<file path="src/rtl/elevator_switch_hub.sv">
// elevator_switch_hub
//
// Command side of the elevator interface. Raw player-on-switch contact flags
// are debounced against the vertical-sync frame tick, then combined into one
// `on` command per elevator. Button switches act momentarily (held while
// pressed). Lever switches toggle a per-elevator latch, and a toggle requested
// while the elevator is still travelling is parked until it arrives.
//
// Build option:
//   ELEVATOR_SWITCH_HUB_LEVER_EN  - when defined, switches flagged in
//                                   LEVER_MASK behave as toggle levers. When
//                                   undefined, every switch is a button and
//                                   elevator_pending is tied low.
//
// Ports:
//   Clk              in   system clock
//   Reset            in   synchronous active-high reset
//   frame_clk        in   frame clock level (asynchronous to Clk)
//   switch_contact   in   raw contact flag per switch
//   elevator_stable  in   elevator e is at rest at an endpoint
//   switch_state     out  debounced pressed flag per switch
//   elevator_on      out  1 = send elevator to end, 0 = send to start
//   elevator_pending out  a lever toggle is waiting for the elevator to arrive
module elevator_switch_hub #(
    parameter int                          SWITCH_COUNT    = 4,
    parameter int                          ELEVATOR_COUNT  = 2,
    parameter logic [4*SWITCH_COUNT-1:0]   SWITCH_TARGET   = 16'h1100,
    parameter logic [SWITCH_COUNT-1:0]     LEVER_MASK      = 4'b1000,
    parameter int                          DEBOUNCE_FRAMES = 3
) (
    input  logic                      Clk,
    input  logic                      Reset,
    input  logic                      frame_clk,
    input  logic [SWITCH_COUNT-1:0]   switch_contact,
    input  logic [ELEVATOR_COUNT-1:0] elevator_stable,
    output logic [SWITCH_COUNT-1:0]   switch_state,
    output logic [ELEVATOR_COUNT-1:0] elevator_on,
    output logic [ELEVATOR_COUNT-1:0] elevator_pending
);

    typedef enum logic [1:0] {
        RELEASED,
        PRESS_WAIT,
        PRESSED,
        RELEASE_WAIT
    } deb_state_t;

    localparam logic [3:0] DEB_LIMIT = 4'(DEBOUNCE_FRAMES);

`ifdef ELEVATOR_SWITCH_HUB_LEVER_EN
    localparam logic [SWITCH_COUNT-1:0] LEVER_EFF = LEVER_MASK;
`else
    localparam logic [SWITCH_COUNT-1:0] LEVER_EFF = '0;
`endif

    logic                      delayed;
    logic                      tick;
    deb_state_t                state      [SWITCH_COUNT];
    deb_state_t                state_next [SWITCH_COUNT];
    logic [3:0]                cnt        [SWITCH_COUNT];
    logic [3:0]                cnt_next   [SWITCH_COUNT];
    logic [SWITCH_COUNT-1:0]   press_evt;
    logic [ELEVATOR_COUNT-1:0] button_hold;

    // Counter never wraps: it sticks at the debounce limit.
    function automatic logic [3:0] sat_inc(input logic [3:0] value);
        return (value == DEB_LIMIT) ? value : value + 4'd1;
    endfunction

    // Switch i drives elevator e only when its packed index equals e; an
    // index at or beyond ELEVATOR_COUNT therefore matches nothing.
    function automatic logic targets(input int sw, input int ev);
        return int'(SWITCH_TARGET[4*sw +: 4]) == ev;
    endfunction

    // Frame tick: one-cycle pulse on the first Clk sample of a frame_clk high.
    always_ff @(posedge Clk) begin
        if (Reset) begin
            delayed <= 1'b0;
            tick    <= 1'b0;
        end else begin
            delayed <= frame_clk;
            tick    <= frame_clk & ~delayed;
        end
    end

    // Debounce state and counter registers for every switch.
    always_ff @(posedge Clk) begin
        for (int i = 0; i < SWITCH_COUNT; i++) begin
            if (Reset) begin
                state[i] <= RELEASED;
                cnt[i]   <= '0;
            end else begin
                state[i] <= state_next[i];
                cnt[i]   <= cnt_next[i];
            end
        end
    end

    // Debounce next-state logic. The transition is taken on the tick that
    // brings the count to the limit, so the debounced state changes in the
    // cycle right after that tick.
    always_comb begin
        for (int i = 0; i < SWITCH_COUNT; i++) begin
            state_next[i] = state[i];
            cnt_next[i]   = cnt[i];
            press_evt[i]  = 1'b0;
            case (state[i])
                RELEASED: begin
                    if (switch_contact[i]) begin
                        state_next[i] = PRESS_WAIT;
                        cnt_next[i]   = '0;
                    end
                end
                PRESS_WAIT: begin
                    if (!switch_contact[i]) begin
                        state_next[i] = RELEASED;
                        cnt_next[i]   = '0;
                    end else if (tick) begin
                        cnt_next[i] = sat_inc(cnt[i]);
                        if (sat_inc(cnt[i]) == DEB_LIMIT) begin
                            state_next[i] = PRESSED;
                            press_evt[i]  = 1'b1;
                        end
                    end
                end
                PRESSED: begin
                    if (!switch_contact[i]) begin
                        state_next[i] = RELEASE_WAIT;
                        cnt_next[i]   = '0;
                    end
                end
                RELEASE_WAIT: begin
                    if (switch_contact[i]) begin
                        state_next[i] = PRESSED;
                    end else if (tick) begin
                        cnt_next[i] = sat_inc(cnt[i]);
                        if (sat_inc(cnt[i]) == DEB_LIMIT) begin
                            state_next[i] = RELEASED;
                        end
                    end
                end
                default: begin
                    state_next[i] = RELEASED;
                    cnt_next[i]   = '0;
                end
            endcase
            switch_state[i] = (state[i] == PRESSED) || (state[i] == RELEASE_WAIT);
        end
    end

    // Momentary hold: any pressed button aimed at the elevator keeps it on.
    always_comb begin
        for (int e = 0; e < ELEVATOR_COUNT; e++) begin
            button_hold[e] = 1'b0;
            for (int i = 0; i < SWITCH_COUNT; i++) begin
                if (targets(i, e) && !LEVER_EFF[i]) begin
                    button_hold[e] = button_hold[e] | switch_state[i];
                end
            end
        end
    end

`ifdef ELEVATOR_SWITCH_HUB_LEVER_EN
    logic [ELEVATOR_COUNT-1:0] lever_evt;
    logic [ELEVATOR_COUNT-1:0] latch;
    logic [ELEVATOR_COUNT-1:0] pending;

    // Lever presses aimed at the same elevator merge into one event.
    always_comb begin
        for (int e = 0; e < ELEVATOR_COUNT; e++) begin
            lever_evt[e] = 1'b0;
            for (int i = 0; i < SWITCH_COUNT; i++) begin
                if (targets(i, e) && LEVER_EFF[i]) begin
                    lever_evt[e] = lever_evt[e] | press_evt[i];
                end
            end
        end
    end

    // A parked toggle takes priority: once the elevator arrives it is applied
    // exactly once, swallowing any event that lands in that same cycle.
    always_ff @(posedge Clk) begin
        for (int e = 0; e < ELEVATOR_COUNT; e++) begin
            if (Reset) begin
                latch[e]   <= 1'b0;
                pending[e] <= 1'b0;
            end else if (pending[e]) begin
                if (elevator_stable[e]) begin
                    latch[e]   <= ~latch[e];
                    pending[e] <= 1'b0;
                end
            end else if (lever_evt[e]) begin
                if (elevator_stable[e]) begin
                    latch[e] <= ~latch[e];
                end else begin
                    pending[e] <= 1'b1;
                end
            end
        end
    end

    // Pending is registered alongside the command so it drops in the same
    // cycle the resulting elevator_on change becomes visible.
    always_ff @(posedge Clk) begin
        if (Reset) begin
            elevator_on      <= '0;
            elevator_pending <= '0;
        end else begin
            elevator_on      <= latch | button_hold;
            elevator_pending <= pending;
        end
    end
`else
    logic unused_lever_inputs;

    assign unused_lever_inputs = ^{elevator_stable, press_evt, LEVER_MASK};
    assign elevator_pending    = '0;

    // Without levers the command is simply the registered button hold.
    always_ff @(posedge Clk) begin
        if (Reset) begin
            elevator_on <= '0;
        end else begin
            elevator_on <= button_hold;
        end
    end
`endif

endmodule

</file>
<file path="config.mk">
export PLATFORM = sky130hd
export DESIGN_NAME = elevator_switch_hub
export DESIGN_NICKNAME = d
export VERILOG_FILES = /design/src/rtl/elevator_switch_hub.sv
export SDC_FILE = /design/constraint.sdc
export NUM_CORES = 1
export LEC_CHECK = 0
export CAP_MARGIN = 20
export CORE_UTILIZATION = 30
export CTS_BUF_LIST = sky130_fd_sc_hd__clkbuf_8
export DETAILED_ROUTE_END_ITERATION = 6
export PLACE_DENSITY_LB_ADDON = 0.25
export SYNTH_ARGS = -nofsm -noshare
export SYNTH_HDL_FRONTEND = slang
export SYNTH_SLANG_ARGS = --single-unit
</file>
<file path="constraint.sdc">
create_clock -name Clk -period 1.96 [get_ports Clk]
set_input_delay 0.49 -clock Clk [delete_from_list [all_inputs] [get_ports Clk]]
set_output_delay 0.49 -clock Clk [all_outputs]
set_load 0.005 [all_outputs]
</file>
Yosys cells after proc, flatten, opt, wreduce, memory -nomap -nowiden. Memory sizes are Yosys's and may differ from the RTL's. Index checks and enable logic that the tools add are counted.

Add/sub/neg operators: 4. Mux-type cells: 75. Equality and inequality tests: 20. Reduce and logical (&&, ||, !) cells: 8. Bitwise gates (word level): 12.

Operators by type and width (number): $mux 4 (28); $mux 2 (36); $pmux 4 s4 (4); $eq 4x2->1 const B (8); $pmux 2 s4 (4); $add 4x1->4 const B (4); $eq 2x2->1 const B (8); $or 1x1->1 (10); $eq 2x1->1 const B (4); $logic_not 2->1 (4); $logic_or 1x1->1 (4); $mux 1 (3); $and 1x1->1 (1); $not 1->1 (1).

Input bits: 9. Memories: 2. Bits in registers: 4. Output and inout bits: 8. Word-level logic and storage cells: 124. RAM bits: 24.

Memory list: cnt (words 4, bits a word 4, read ports 4, clocked after memory_dff 0, write ports 4, RTL line 60) `logic [3:0] cnt [SWITCH_COUNT];`; state (words 4, bits a word 2, read ports 4, clocked after memory_dff 0, write ports 4, RTL line 58) `deb_state_t state [SWITCH_COUNT];`.

Longest topological paths before layout. Gate-level depths: netlist of run 1. An unclocked memory read counts as a cell.

Depth in word-level cells: 9. Depth in mapped cells: 5. Gate-level depth less buffers: 5.

Worst setup path after synthesis of run 1. OpenSTA, ideal clock, no wires.

Kind: register -> register. Start: memory cnt[3][0] (netlist: cnt[1][4]). End: register (tool-made name). Arrival: 1.601 ns. Library setup time: 0.070 ns. Stages on the path, launching flop included: 6. Path buffers: 0. Clock period less this slack: 1.672 ns. Data required time: 1.890 ns. Slack: 0.288 ns. Cell sequence: dfxtp_1 -> ha_1 -> xor2_1 -> o32a_1 -> or4b_1 -> a21oi_1.

RTL lines (RTL line): from (decl) (60).

==> qor.yml, run 1 <==
nNetsFinal: 215
nFillCells: 548
io_buffers: 12
yosysWarnings: 0
startpoint_type: "register"
cp_cell_sequence: "clkdlybuf4s50_1"
cts_tree: "done"
vias: 1240
synth_area_um2: 1600
maxCapViolations: 0
clkTransAtPathRegs_ns: 0.10
clkLatencyLatePin_ns: 0.27
hp-class: "reg2reg"
synth-adder-area-share_pct: 3.13
rsz0062_at_grt: "no"
hold_buffers: 0
synth.most_common_cell: "dfxtp_1"
drc: 0
ioPinCount: 17
synth_edf_count: 0
fin_setup_tns_ns: 0
synth_common_cells: "dfxtp_1, nor2_1, nand2b_1"
seq_area_um2: 561
required_ns: 1.47
cts.repair.resized: 0
cpPeakStageDelay_ns: 0.57
instances_no_fill: 271
synthArstFlopShare_pct: 0
synth_top_cell_by_area: "dfxtp_1"
skew_ns: 0.00419
syn-instance-count: 187
drt_pass1_iterations: 4
drive_above_1_share_pct: 7.96
grt_pass1_wl_um: 5080
syn_to_final_growth_pct: 18.6
hold_viol_final: 0
period_minus_slack_ns: 1.84
die_area_um2: 5620
n_antenna_cell: 0
critPathArrivalTime_ns: 1.35
synth_xor_area_share_pct: 9.87
final-setup-viol-count: 0
yosysTopAreaCellShare_pct: 35.1
wl_per_cell_um: 10.8
core-area_um2: 5110
die_x_um: 75.0
htreeDepth: 1
critical_path_buf_inv_count: 1
synthTopCellsByArea: "dfxtp_1, xor2_1, mux2i_1"
critPathTopFamily: "buffers and inverters"
yosysUniqueCellTypes: 43
clk_path_buf_depth: 2
cp_slowest_cell: "clkdlybuf4s50_1"
p_per_area_nw_per_um2: 606
grt.total_usage_pct: 11.9
cts-buffers-inserted: 3
multiInputGateArea_um2: 977
antenna_found_initial: 0
gp_congestion: 0.756
cts_setup_buffers: 0
grt_max_degree: 17
drt_iter0_drc: 45
dpl.hpwl_um: 2160
seq_area_frac_synth_pct: 35.1
synthFlopType: "dfxtp_1"
path_class: "reg2out"
first_global_vias: 1167
routed_wl_um: 2920
crit_fanout: 9
leakagePower_nw: 0.718
synth_top_family_by_area: "simple AND/OR/NAND/NOR gates"
yosys.area_share.simple_pct: 30.3
viasPerCell: 4.58
max_freq_mhz: 543
place_inst: 267
fin_crit_sh_pct: 93.9
ys_seq_elements: 28
synth_compound_gate_area_share_pct: 11.1
start_util_pct: 31.3
slew_viol_final: 0
drtAntennaViolNets: 0
grt-ovfl-total: 0
ir_drop_v: 0.000398
synth_mux_area_share_pct: 6.26
cts_sinks: 28
cp-end-kind: "output pin"
root_buffer: "clkbuf_8"
synth.avg_cell_area_um2: 8.54
die_h_um: 75.0
core.rowCount: 26
status: "finished clean"
==> placed cells by master, fill, tap and decap left out, types with 2 or more instances in the layout <==
cell and count:
a21oi_1 2, a31oi_1 2, and3_1 5, buf_4 9
clkbuf_8 3, clkdlybuf4s50_1 12, conb_1 2, dfxtp_1 28
ha_1 4, inv_1 3, mux2i_1 10, nand2_1 10
nand2b_1 15, nand3_1 3, nand3b_1 4, nand4_1 6
nor2_1 21, nor2b_1 4, nor3_1 5, nor3b_1 2
o21ai_0 7, or3_1 4, or4b_1 2, xnor2_1 6
xor2_1 12
==> report_power, final <==
part / total, mW / switching [mW] / internal, mW
sequential: 0.591 / 0.0125 / 0.579
combinational: 0.105 / 0.0502 / 0.0547
clock: 0.452 / 0.179 / 0.273
==> layout make-up <==
cell class                 instances  share of cell area, %
multi-input combinational        145                   51.6
sequential                        28                   29.6
timing repair buffer              21                   9.90
tap                               70                   4.62
clock buffer                       3                   2.18
clock inverter                     1                   1.58
inverter                           3                  0.594
==> kinds of logic after synthesis <==
logic type / count (synthesis)
multiplexers: 10
adder cells (fa/ha/maj): 4
AND/OR/NAND/NOR: 87
other: 1
flip-flops: 28
XOR/XNOR: 18
AO/OA/AOI/OAI: 24
buffers and inverters: 15
==> final timing paths <==
kind	startpoint	to	slack, ns	cells after the start
worst min-delay path	delayed$_SDFF_PP0_	tick$_SDFF_PP0_	0.39	1
worst min register to register	delayed$_SDFF_PP0_	tick$_SDFF_PP0_	0.39	1
worst max register to register	cnt[1][4]$_SDFFE_PP0P_	register	0.17	5
worst max-delay path	register	switch_state[2]	0.12	1
==> stage by stage <==
stage | util (%) | hold slack (ns) | power [mW] | area [µm²] | worst slack (ns)
floorplan | - | 0.367 | 0.669 | 1600 | 0.288
finish | 37.1 | 0.387 | 1.15 | 1900 | 0.120
global route | 37.1 | 0.397 | 1.20 | 1900 | 0.0440
CTS | 37.1 | 0.393 | 1.17 | 1900 | 0.102
detailed placement | 35.7 | 0.377 | 0.710 | 1820 | 0.0554
global placement | 35.7 | 0.371 | 0.710 | 1820 | 0.0374
==> per-layer routing <==
| metal | global-route usage (%) | part of all wire (%) | routed length, µm |
|---|---|---|---|
| met5 | 0 | 0 | 0 |
| met4 | 3.77 | 0.75 | 22 |
| met3 | 2.95 | 3.5 | 102 |
| met2 | 19.5 | 43 | 1250 |
| met1 | 15.4 | 53 | 1540 |
(Power assumes the default switching activity.)
==> inputs of run 2 (changes only) <==
CORE_UTILIZATION = 55   (was 30)
RECOVER_POWER = 50   (was default)
==> qor.yml, run 2 (synthesis results as in run 1) <==
p_per_area_nw_per_um2: 628  # +3.6%
startpoint_type: "register"
io_buffers: 12  # unchanged
layout_common_cells: "dfxtp_1, nor2_1, nand2b_1"
grt.total_usage_pct: 20.5  # +8.6 points
drive_above_1_share_pct: 5.53  # -2.4 points
crit_fanout: 6  # -3
clk_path_buf_depth: 2  # unchanged
drc: 0  # unchanged
preCtsSetupSlack_ns: 0.0427  # -0.0127 ns
dpl.hpwl_um: 2250  # +4.1%
path_class: "reg2reg"
required_ns: 2.16  # +0.69 ns
hold_viol_final: 0  # unchanged
die_area_um2: 3120  # -44%
drt_iter0_drc: 49  # +8.9%
skew_ns: 0.00880  # +0.00461 ns
fin_crit_sh_pct: 93.9  # about the same
max_freq_mhz: 543  # about the same
final_common_cell: "dfxtp_1"
cts.repair.resized: 0  # unchanged
clkTransAtPathRegs_ns: 0.10  # about the same
viasPerCell: 5.82  # +27%
drt_pass1_iterations: 4  # unchanged
syn_to_final_growth_pct: 13.9
n_antenna_cell: 0  # unchanged
htreeDepth: 1  # unchanged
clkLatencyLatePin_ns: 0.27  # about the same
drtAntennaViolNets: 0  # unchanged
final-setup-viol-count: 0  # unchanged
antenna_found_initial: 0  # unchanged
cts-buffers-inserted: 3  # unchanged
core.rowCount: 19  # -27%
first_global_vias: 1267  # +8.6%
die_h_um: 55.9  # -25%
status: "finished clean"
critPathArrivalTime_ns: 2.04  # +0.69 ns
cts_sinks: 28  # unchanged
start_util_pct: 57.9  # +27 points
nFillCells: 246  # -55%
grt_max_degree: 17  # unchanged
cts_setup_buffers: 0  # unchanged
routed_wl_um: 2940  # +0.58%
nNetsFinal: 213  # -0.93%
layout_setup_ws_ns: 0.119  # -0.000707 ns
gp_congestion: 0.821  # +8.7%
hold_buffers: 0  # unchanged
final_cell_area_um2: 1820  # -4.0%
ir_drop_v: 0.000440  # +10%
grt_pass1_wl_um: 5200  # +2.4%
cp_slowest_cell: "or4b_1"
leakagePower_nw: 0.705  # -1.8%
root_buffer: "clkbuf_8"
ioPinCount: 17  # unchanged
cp-end-kind: "register"
cp_cell_sequence: "ha_1, nor2b_1, or4b_1, a31oi_2, mux2i_1"
wl_per_cell_um: 12.8  # +19%
cts_tree: "done"
rsz0062_at_grt: "no"
core-area_um2: 2760  # -46%
hp-class: "reg2reg"
fin_setup_tns_ns: 0  # unchanged
vias: 1338  # +7.9%
cpPeakStageDelay_ns: 0.53  # -0.04 ns
die_x_um: 55.9  # -25%
maxCapViolations: 0  # unchanged
placed_area_um2: 1760  # -3.5%
slew_viol_final: 0  # unchanged
grt-ovfl-total: 0  # unchanged
period_minus_slack_ns: 1.84  # +0.000707 ns
-- run 2: changes by cell type in the layout (fill, tap and decap cells not counted), sizes merged --
cell / previous run / this run
clkdlybuf4s50: 12 / 5
dlygate4sd3: 0 / 7
buf: 9 / 4
clkbuf: 3 / 6
-- run 2: critical path: cells and delay by family (launching register included) --
family / cells / cell delay [ns]
simple gates: 2 / 0.69
flops: 1 / 0.38
fa+ha+maj: 1 / 0.27
compound gates: 1 / 0.22
mux: 1 / 0.21
-- run 2: power breakdown --
part,switching (mW),internal (mW)
clock,0.179,0.273
sequential,0.0116,0.579
combinational,0.0517,0.0481
-- run 2: per-layer routing --
layer / track usage (%) / wire (µm)
met5: 0 / 0
met4: 9.41 / 32
met3: 3.02 / 77
met2: 34.9 / 1450
met1: 25.5 / 1380
-- run 2: metrics by stage --
stage               power (mW)  utilization, %  hold WS [ns]  std cells
floorplan                0.669               -         0.367        188
global placement         0.702            63.8         0.373        226
detailed placement       0.708            63.8         0.391        226
CTS                       1.16            66.4         0.403        230
global route              1.20            66.0         0.426        230
finish                    1.14            66.0         0.397        230
-- run 2: layout make-up --
cell class	instances	area [µm²]	share of cell area (%)
multi-input combinational	145	977	53.7
inverter	3	11.3	0.619
clock buffer	3	41.3	2.27
timing repair buffer	19	161	8.87
tap	31	38.8	2.13
clock inverter	1	30.0	1.65
sequential	28	561	30.8
-- run 2: final timing paths --
check | cells after the start | to | from | slack [ns]
setup / recovery | 5 | register | cnt[0][0]$_SDFFE_PP0P_ | 0.12
hold / removal | 1 | tick$_SDFF_PP0_ | delayed$_SDFF_PP0_ | 0.40
setup reg to reg | 5 | register | cnt[0][0]$_SDFFE_PP0P_ | 0.12
hold reg to reg | 1 | tick$_SDFF_PP0_ | delayed$_SDFF_PP0_ | 0.40
